===== config.mk =====
export PLATFORM = sky130hd
export DESIGN_NAME = accumulator_bank
export DESIGN_NICKNAME = d
export VERILOG_FILES = /design/src/rtl/accumulator_pkg.sv /design/src/rtl/acc_seq_multiplier.sv /design/src/rtl/accumulator_bank.sv
export SDC_FILE = /design/constraint.sdc
export NUM_CORES = 1
export LEC_CHECK = 0
export CORE_UTILIZATION = 30
export CTS_BUF_LIST = sky130_fd_sc_hd__clkbuf_8 sky130_fd_sc_hd__clkbuf_16
export CTS_CLUSTER_DIAMETER = 150
export DETAILED_ROUTE_END_ITERATION = 8
export PLACE_DENSITY_LB_ADDON = 0.2
export RECOVER_POWER = 25
export SYNTH_ARGS = -nofsm -noshare
export SYNTH_HDL_FRONTEND = slang
export SYNTH_SLANG_ARGS = --single-unit

===== constraint.sdc =====
create_clock -name clk -period 5.49 [get_ports clk]
set_input_delay 0.549 -clock clk [delete_from_list [all_inputs] [get_ports clk]]
set_output_delay 0.549 -clock clk [all_outputs]
set_load 0.01 [all_outputs]

===== src/rtl/accumulator_pkg.sv =====
// Shared types and arithmetic helper for the accumulator bank.
package accumulator_pkg;

  // Widest accumulator the arithmetic helper supports
  localparam int unsigned MAX_W = 64;

  typedef enum logic [3:0] {
    OP_NOP  = 4'd0,
    OP_LOAD = 4'd1,
    OP_INC  = 4'd2,
    OP_DEC  = 4'd3,
    OP_ADD  = 4'd4,
    OP_SUB  = 4'd5,
    OP_CLR  = 4'd6,
    OP_MAC  = 4'd7
  } acc_op_e;

  typedef enum logic [1:0] {
    IDLE  = 2'd0,
    MUL   = 2'd1,
    WRITE = 2'd2
  } acc_state_e;

  // Unsigned add/sub of w-bit operands; returns {overflow, result}.
  // With sat set, an overflow clamps to all-ones (add) or zero (sub).
  function automatic logic [MAX_W:0] sat_addsub(
    input logic [MAX_W-1:0] a,
    input logic [MAX_W-1:0] b,
    input logic             sub,
    input logic             sat,
    input int unsigned      w
  );
    logic [MAX_W:0]   sum;
    logic [MAX_W-1:0] mask;
    logic [MAX_W-1:0] res;
    logic             ovf;
    mask = {MAX_W{1'b1}} >> (MAX_W - w);
    if (sub) begin
      sum = {1'b0, a} - {1'b0, b};
      ovf = (a < b);
    end else begin
      sum = {1'b0, a} + {1'b0, b};
      ovf = ((sum >> w) != '0);
    end
    res = sum[MAX_W-1:0] & mask;
    if (sat && ovf) begin
      res = sub ? '0 : mask;
    end
    return {ovf, res};
  endfunction

endpackage


===== src/rtl/acc_seq_multiplier.sv =====
// Shift-add multiplier: one multiplier bit per cycle, LSB first.
// Bit 0 is consumed on the start edge; done pulses when the product is final,
// WIDTH cycles after start. The product holds until the next start.
module acc_seq_multiplier #(
  parameter int unsigned WIDTH = 8
) (
  input  logic                 clk,
  input  logic                 reset,
  input  logic                 start,
  input  logic [WIDTH-1:0]     multiplicand,
  input  logic [WIDTH-1:0]     multiplier,
  output logic [2*WIDTH-1:0]   product,
  output logic                 done
);

  localparam int unsigned PW = 2 * WIDTH;
  localparam int unsigned CW = $clog2(WIDTH + 1);

  logic [PW-1:0]    mcand_q;
  logic [PW-1:0]    prod_q;
  logic [WIDTH-1:0] mplier_q;
  logic [CW-1:0]    cnt_q;
  logic             run_q;
  logic             done_q;

  // Operand latch and shift-add iteration
  always_ff @(posedge clk or negedge reset) begin
    if (!reset) begin
      mcand_q  <= '0;
      prod_q   <= '0;
      mplier_q <= '0;
      cnt_q    <= '0;
      run_q    <= 1'b0;
      done_q   <= 1'b0;
    end else if (start) begin
      mcand_q  <= PW'(multiplicand) << 1;
      prod_q   <= multiplier[0] ? PW'(multiplicand) : '0;
      mplier_q <= multiplier >> 1;
      cnt_q    <= CW'(WIDTH - 1);
      run_q    <= 1'b1;
      done_q   <= 1'b0;
    end else if (run_q) begin
      if (mplier_q[0]) begin
        prod_q <= prod_q + mcand_q;
      end
      mcand_q  <= mcand_q << 1;
      mplier_q <= mplier_q >> 1;
      cnt_q    <= cnt_q - CW'(1);
      if (cnt_q == CW'(1)) begin
        run_q  <= 1'b0;
        done_q <= 1'b1;
      end
    end else begin
      done_q <= 1'b0;
    end
  end

  assign product = prod_q;
  assign done    = done_q;

endmodule


===== src/rtl/accumulator_bank.sv =====
// Bank of NUM_ACC WIDTH-bit accumulators behind a valid/ready command port.
// Define ACCUMULATOR_BANK_SATURATE_EN to clamp INC/ADD/MAC at all-ones and
// DEC/SUB at zero instead of wrapping.
module accumulator_bank
  import accumulator_pkg::*;
#(
  parameter  int unsigned WIDTH   = 8,
  parameter  int unsigned NUM_ACC = 4,
  localparam int unsigned SEL_W   = (NUM_ACC > 1) ? $clog2(NUM_ACC) : 1
) (
  input  logic             clk,
  input  logic             reset,
  input  logic             cmd_valid,
  output logic             cmd_ready,
  input  logic [3:0]       cmd_op,
  input  logic [SEL_W-1:0] cmd_sel,
  input  logic [WIDTH-1:0] cmd_data,
  input  logic [WIDTH-1:0] cmd_operand,
  input  logic [SEL_W-1:0] rd_sel,
  output logic [WIDTH-1:0] rd_data,
  output logic             zero_flag,
  output logic             carry_flag,
  output logic             busy,
  output logic             done
);

  localparam int unsigned SEL_W1 = SEL_W + 1;
  localparam logic [SEL_W1-1:0] NUM_ACC_S = SEL_W1'(NUM_ACC);
  localparam int unsigned PW = 2 * WIDTH;

`ifdef ACCUMULATOR_BANK_SATURATE_EN
  localparam bit SAT = 1'b1;
`else
  localparam bit SAT = 1'b0;
`endif

  acc_state_e       state_q, state_d;
  logic [WIDTH-1:0] acc_q [NUM_ACC];
  logic [WIDTH-1:0] acc_d [NUM_ACC];
  logic             zero_q, zero_d;
  logic             carry_q, carry_d;
  logic             done_q, done_d;
  logic [SEL_W-1:0] mac_sel_q, mac_sel_d;

  logic             mul_start_c;
  logic             mul_done;
  logic [PW-1:0]    mul_product;

  acc_op_e          op;
  logic [SEL_W-1:0] tgt_sel;
  logic             tgt_ok;
  logic [WIDTH-1:0] tgt_val;
  logic [WIDTH-1:0] ar_b;
  logic             ar_sub;
  logic [MAX_W:0]   ar;
  logic [WIDTH-1:0] ar_val;
  logic             ar_ovf;
  logic             prod_hi;

  acc_seq_multiplier #(
    .WIDTH (WIDTH)
  ) u_mul (
    .clk          (clk),
    .reset        (reset),
    .start        (mul_start_c),
    .multiplicand (cmd_data),
    .multiplier   (cmd_operand),
    .product      (mul_product),
    .done         (mul_done)
  );

  // Target accumulator: the command's select when idle, the latched MAC select otherwise
  assign op      = acc_op_e'(cmd_op);
  assign tgt_sel = (state_q == IDLE) ? cmd_sel : mac_sel_q;
  assign tgt_ok  = {1'b0, tgt_sel} < NUM_ACC_S;
  assign tgt_val = tgt_ok ? acc_q[tgt_sel] : '0;
  assign prod_hi = |mul_product[PW-1:WIDTH];

  // Second operand and direction for the shared adder
  always_comb begin
    ar_b   = '0;
    ar_sub = 1'b0;
    if (state_q == WRITE) begin
      ar_b = mul_product[WIDTH-1:0];
    end else begin
      case (op)
        OP_INC:  ar_b = WIDTH'(1);
        OP_DEC: begin
          ar_b   = WIDTH'(1);
          ar_sub = 1'b1;
        end
        OP_ADD:  ar_b = cmd_data;
        OP_SUB: begin
          ar_b   = cmd_data;
          ar_sub = 1'b1;
        end
        default: ar_b = '0;
      endcase
    end
  end

  assign ar     = sat_addsub(MAX_W'(tgt_val), MAX_W'(ar_b), ar_sub, SAT, WIDTH);
  assign ar_val = WIDTH'(ar[MAX_W-1:0]);
  assign ar_ovf = ar[MAX_W];

  // Next-state, opcode decode and accumulator/flag update
  always_comb begin
    state_d     = state_q;
    acc_d       = acc_q;
    zero_d      = zero_q;
    carry_d     = carry_q;
    done_d      = 1'b0;
    mac_sel_d   = mac_sel_q;
    mul_start_c = 1'b0;
    case (state_q)
      IDLE: begin
        if (cmd_valid) begin
          done_d = 1'b1;
          if (tgt_ok) begin
            case (op)
              OP_LOAD: begin
                acc_d[tgt_sel] = cmd_data;
                zero_d         = (cmd_data == '0);
                carry_d        = 1'b0;
              end
              OP_INC, OP_DEC, OP_ADD, OP_SUB: begin
                acc_d[tgt_sel] = ar_val;
                zero_d         = (ar_val == '0);
                carry_d        = ar_ovf;
              end
              OP_CLR: begin
                acc_d[tgt_sel] = '0;
                zero_d         = 1'b1;
                carry_d        = 1'b0;
              end
              OP_MAC: begin
                mul_start_c = 1'b1;
                mac_sel_d   = tgt_sel;
                done_d      = 1'b0;
                state_d     = MUL;
              end
              default: done_d = 1'b1;
            endcase
          end
        end
      end
      MUL: begin
        if (mul_done) begin
          state_d = WRITE;
        end
      end
      WRITE: begin
        state_d = IDLE;
        done_d  = 1'b1;
        if (tgt_ok) begin
          if (SAT && prod_hi) begin
            acc_d[tgt_sel] = '1;
            zero_d         = 1'b0;
            carry_d        = 1'b1;
          end else begin
            acc_d[tgt_sel] = ar_val;
            zero_d         = (ar_val == '0);
            carry_d        = prod_hi | ar_ovf;
          end
        end
      end
      default: state_d = IDLE;
    endcase
  end

  // State, accumulator and flag registers
  always_ff @(posedge clk or negedge reset) begin
    if (!reset) begin
      state_q   <= IDLE;
      zero_q    <= 1'b0;
      carry_q   <= 1'b0;
      done_q    <= 1'b0;
      mac_sel_q <= '0;
      for (int i = 0; i < NUM_ACC; i++) begin
        acc_q[i] <= '0;
      end
    end else begin
      state_q   <= state_d;
      acc_q     <= acc_d;
      zero_q    <= zero_d;
      carry_q   <= carry_d;
      done_q    <= done_d;
      mac_sel_q <= mac_sel_d;
    end
  end

  assign cmd_ready  = (state_q == IDLE);
  assign busy       = (state_q != IDLE);
  assign zero_flag  = zero_q;
  assign carry_flag = carry_q;
  assign done       = done_q;
  assign rd_data    = ({1'b0, rd_sel} < NUM_ACC_S) ? acc_q[rd_sel] : '0;

endmodule


==> metrics.csv <==
metric;value;unit
number_of_enable_type_register_cells_in_the_synthesized_netlist;0;
violations;capacitance limit, slew limit;
final-setup-viol-count;0;
synthTopCellsByArea;sky130_fd_sc_hd__dfrtp_1, sky130_fd_sc_hd__ha_1, sky130_fd_sc_hd__mux4_2;
firstDrtPassIters;5;
clock_latency;0.35;ns
detail_route.iter0.violations;349;
worst_r2r_path_depth;12;
drive_above_1_share;0.0756;
diodes;0;
fillers;2126;
clock_transition_at_the_register_clock_pins_on_the_worst_setup_and_hold_paths_after_cts;0.07;ns
num-nets-final;800;
synth.cell_area;6260;um^2
vdd_ir_drop_max;0.210;mV
design.die.area;21400;um^2
grt_use_total;0.195;
number_of_warning_messages_in_the_yosys_log;0;
route.antenna.remaining_nets;0;
setup.worst_path.start_class;flip-flop;
placedInstanceArea;6900;um^2
synthCells;712;
globalRoute.totalOverflow;0;
slew-limit-headroom;-0.921;
area.growth.synth_to_final;14.6;%
power.share.sequential;0.296;
die_height;146;um
power.switching;1.75;mW
tritoncts;yes;
path_cells;or2_1 -> mux2i_4 -> mux4_2 -> ha_1 -> inv_1 -> fa_1 -> nand2b_1 -> a2111oi_1 -> nor4b_1 -> nor3_2 -> nand4_1 -> o31ai_1;
dpl.hpwl;15.2;mm
routed_wl;20.0;mm
status;finished, violations left;
fp.coreArea;20400;um^2
grt_pass1_vias;5576;
power.switching_fraction;0.456;
placementRows;52;
total_count_of_hold_check_failures_in_the_final_report;0;
crit-reg2reg-launch;state_q[1]$_DFFE_PN0P_;
grt_setup_unrepaired;no;
die-width;146;um
vias_per_cell;5.62;
post-synth-top-area-fraction;0.332;
synth.area.mux_share;0.104;
clockBufferDepth;2;
dr_total_vias;5678;
setup_tns;0;ns
ys_dominant_reg_cell;sky130_fd_sc_hd__dfrtp_1;
synthArstFlopShare;1.00;
cts_setup_buffers;0;
cellPowerDensity;535;nW/um^2
hp-class;reg -> reg;
synth.avg_cell_area;8.79;um^2
synth.ff_latch_count;83;
worst_setup_end_kind;flip-flop;
hold_start;u_mul.product[0]$_DFFE_PN0P_;
seq_area_frac_synth;0.332;
area_of_the_multi_input_gates;3890;um^2
cts.hold.buffers_added;0;
drt-wirelength-per-cell;19.8;um
cpMaxStageDelayCell;sky130_fd_sc_hd__a2111oi_1;
number_of_unique_standard_cell_types_used_by_synthesis;78;
share_of_the_synthesized_area_in_compound_gates_ao_oa_aoi_oai;0.246;
timing.critical_path.required;5.74;ns
layout_min_cycle_time;4.58;ns
wire_length_of_the_first_global_routing_pass;32.2;mm
place.gp.congestion;0.857;
timing.clock.skew;0.0160;ns
cts.repair.resized;0;
fin_crit_sh;0.835;
timing.hold.worst_path_depth;2;
worst-setup-path-type;reg -> reg;
dominant_combinational_cell_family_by_area_after_synthesis;compound AO/OA/AOI/OAI gates;
critical_path_peak_fanout;14;
layout.cell_area.non_filler;7170;um^2
timing.fmax;218;MHz
numClockSinks;83;
initial_utilization;0.307;
holdPathEnd;u_mul.product[0]$_DFFE_PN0P_;
power.static_leakage;2.96;nW
worst-endpoint-arrival;4.84;ns
netlist.top_cell.by_area;sky130_fd_sc_hd__dfrtp_1;
yosys.area_share.simple;0.174;
synth_adder_area_share;0.0776;
start_point_of_the_critical_path;state_q[1]$_DFFE_PN0P_;
initial_antenna_violation_count;0;
htree_levels;3;
num_io_pins;40;
cts_root_buffer;sky130_fd_sc_hd__clkbuf_16;
seq_area;2080;um^2
number_of_maximum_capacitance_constraint_violations;2;
finalHoldWorstSlack;0.477;ns
worst-r2r-setup-slack;0.91;ns
comb_power_share;0.552;
clock_power_share;0.153;
synth_xor_area_frac;0.0196;
regToRegEndpoint;zero_flag$_DFFE_PN0P_;
maxSlewViolCount;86;
synth.net_count;776;
critPathMaxStageDelay;0.69;ns
power.internal;2.09;mW
cts_made_buffers;9;
io_buffers;39;
worstMarginPinSlew;2.88;ns
post-route-drc-count;0;
pin_count_of_the_biggest_net_entering_global_routing;52;
final_core_utilization;0.352;
-- cells in the mapped netlist (7+ instances only) --
| cell | number |
|---|---|
| sky130_fd_sc_hd__clkbuf_1 | 21 |
| sky130_fd_sc_hd__o21ai_0 | 61 |
| sky130_fd_sc_hd__nand2b_1 | 7 |
| sky130_fd_sc_hd__a31oi_1 | 10 |
| sky130_fd_sc_hd__xor2_1 | 7 |
| sky130_fd_sc_hd__nand2_1 | 66 |
| sky130_fd_sc_hd__ha_1 | 34 |
| sky130_fd_sc_hd__a21o_1 | 7 |
| sky130_fd_sc_hd__mux2i_1 | 27 |
| sky130_fd_sc_hd__dfrtp_1 | 83 |
| sky130_fd_sc_hd__mux4_2 | 16 |
| sky130_fd_sc_hd__nor2_1 | 72 |
| sky130_fd_sc_hd__and3_1 | 8 |
| sky130_fd_sc_hd__nor3_1 | 9 |
| sky130_fd_sc_hd__buf_2 | 10 |
| sky130_fd_sc_hd__xnor2_1 | 7 |
| sky130_fd_sc_hd__a211oi_1 | 12 |
| sky130_fd_sc_hd__a22o_1 | 10 |
| sky130_fd_sc_hd__nand3_1 | 20 |
| sky130_fd_sc_hd__a221oi_1 | 11 |
| sky130_fd_sc_hd__nor4_1 | 8 |
| sky130_fd_sc_hd__a21oi_1 | 62 |
| sky130_fd_sc_hd__nor2b_1 | 8 |
| sky130_fd_sc_hd__o21a_1 | 7 |
| sky130_fd_sc_hd__inv_1 | 35 |
-- routing by layer --
metal  global-route usage  part of all wire  up-vias
met5                    0                 0        -
met4               0.0776             0.024        0
met3               0.0459             0.061       27
met2                0.292              0.44      175
met1                0.270              0.47     2798
li1                     -                 -     2678
-- cells by family (layout without fill, tap and decap cells) --
kind of cell	after synthesis	count (layout)
adder cells (fa/ha/maj)	37	37
XOR/XNOR	14	14
flip-flops	83	83
AND/OR/NAND/NOR	228	228
multiplexers	44	44
buffers and inverters	72	101
AO/OA/AOI/OAI	234	234
-- worst max-delay path by stage --
stage,end,cells past startpoint,slack (ns)
finish,zero_flag$_DFFE_PN0P_,12,0.91
global placement,zero_flag$_DFFE_PN0P_,13,0.88
detailed placement,zero_flag$_DFFE_PN0P_,13,0.72
CTS,zero_flag$_DFFE_PN0P_,12,0.84
global route,acc_q[7]$_DFFE_PN0P_,2,0.32
floorplan,zero_flag$_DFFE_PN0P_,16,1.69
-- per-stage QoR --
| stage | setup WS (ns) | total power, mW | std cells |
|---|---|---|---|
| floorplan | 1.69 | 2.60 | 712 |
| global placement | 0.875 | 3.22 | 995 |
| detailed placement | 0.724 | 3.25 | 995 |
| CTS | 0.844 | 3.86 | 1011 |
| global route | 0.322 | 4.15 | 1011 |
| finish | 0.905 | 3.84 | 1011 |
-- cells in the final DEF, fill, tap and decap left out, types with 4 or more instances in the layout --
| master | Yosys | layout |
|---|---|---|
| sky130_fd_sc_hd__nand2b_1 | 7 | 7 |
| sky130_fd_sc_hd__mux2i_1 | 27 | 27 |
| sky130_fd_sc_hd__a41oi_1 | 5 | 5 |
| sky130_fd_sc_hd__a211oi_1 | 12 | 12 |
| sky130_fd_sc_hd__dfrtp_1 | 83 | 83 |
| sky130_fd_sc_hd__o211ai_1 | 5 | 5 |
| sky130_fd_sc_hd__ha_1 | 34 | 34 |
| sky130_fd_sc_hd__inv_1 | 35 | 37 |
| sky130_fd_sc_hd__o21a_1 | 7 | 7 |
| sky130_fd_sc_hd__a22o_1 | 10 | 10 |
| sky130_fd_sc_hd__nand3_1 | 20 | 20 |
| sky130_fd_sc_hd__nor3_1 | 9 | 9 |
| sky130_fd_sc_hd__nor2b_1 | 8 | 7 |
| sky130_fd_sc_hd__xor2_1 | 7 | 7 |
| sky130_fd_sc_hd__xnor2_1 | 7 | 7 |
| sky130_fd_sc_hd__nand2_1 | 66 | 66 |
| sky130_fd_sc_hd__nor4_1 | 8 | 8 |
| sky130_fd_sc_hd__a221oi_1 | 11 | 11 |
| sky130_fd_sc_hd__a22oi_1 | 6 | 6 |
| sky130_fd_sc_hd__a21oi_1 | 62 | 62 |
| sky130_fd_sc_hd__clkinvlp_4 | 0 | 4 |
| sky130_fd_sc_hd__clkbuf_16 | 0 | 9 |
| sky130_fd_sc_hd__o22ai_1 | 4 | 4 |
| sky130_fd_sc_hd__nor2_1 | 72 | 72 |
| sky130_fd_sc_hd__mux4_2 | 16 | 16 |
| sky130_fd_sc_hd__clkdlybuf4s50_1 | 0 | 38 |
| sky130_fd_sc_hd__a21o_1 | 7 | 7 |
| sky130_fd_sc_hd__buf_4 | 2 | 8 |
| sky130_fd_sc_hd__and3_1 | 8 | 8 |
| sky130_fd_sc_hd__o31ai_1 | 6 | 6 |
| sky130_fd_sc_hd__or3_1 | 4 | 4 |
| sky130_fd_sc_hd__a31oi_1 | 10 | 10 |
| sky130_fd_sc_hd__o21ai_0 | 61 | 61 |
-- worst max-delay path, delay by kind of cell, from the launching register on --
family,cells,cell delay [ns]
multiplexers,2,1.00
AND/OR/NAND/NOR,5,1.30
adder cells (fa/ha/maj),2,0.59
buffers and inverters,1,0.06
flip-flops,1,0.60
AO/OA/AOI/OAI,2,0.92
-- power groups by stage --
stage          sequential, mW  clock, mW  combinational [mW]
2_1_floorplan            1.04          0                1.56
3_3_place_gp             1.14          0                2.08
3_5_place_dp             1.14          0                2.11
4_1_cts                  1.13      0.604                2.12
5_1_grt                  1.18      0.625                2.35
6_report                 1.13      0.586                2.12
-- sequential cells by signal, indices dropped and copies added, names as in the netlist --
signal and count:
u_mul.product 16, zero_flag 1, done 1, u_mul.done 1, mac_sel_q 2, carry_flag 1, state_q 2, acc_q 32
u_mul.mplier_q 7, u_mul.mcand_q 15, u_mul.run_q 1, u_mul.cnt_q 4
-- cell type report --
| cell class | count | share of cell area |
|---|---|---|
| clock buffers | 9 | 0.0314 |
| clock inverters | 7 | 0.00715 |
| inverters | 37 | 0.0194 |
| multi-input cells | 557 | 0.543 |
| flip-flops and latches | 83 | 0.290 |
| well taps | 270 | 0.0471 |
| repair buffers | 48 | 0.0624 |
(Power assumes the default switching activity.)
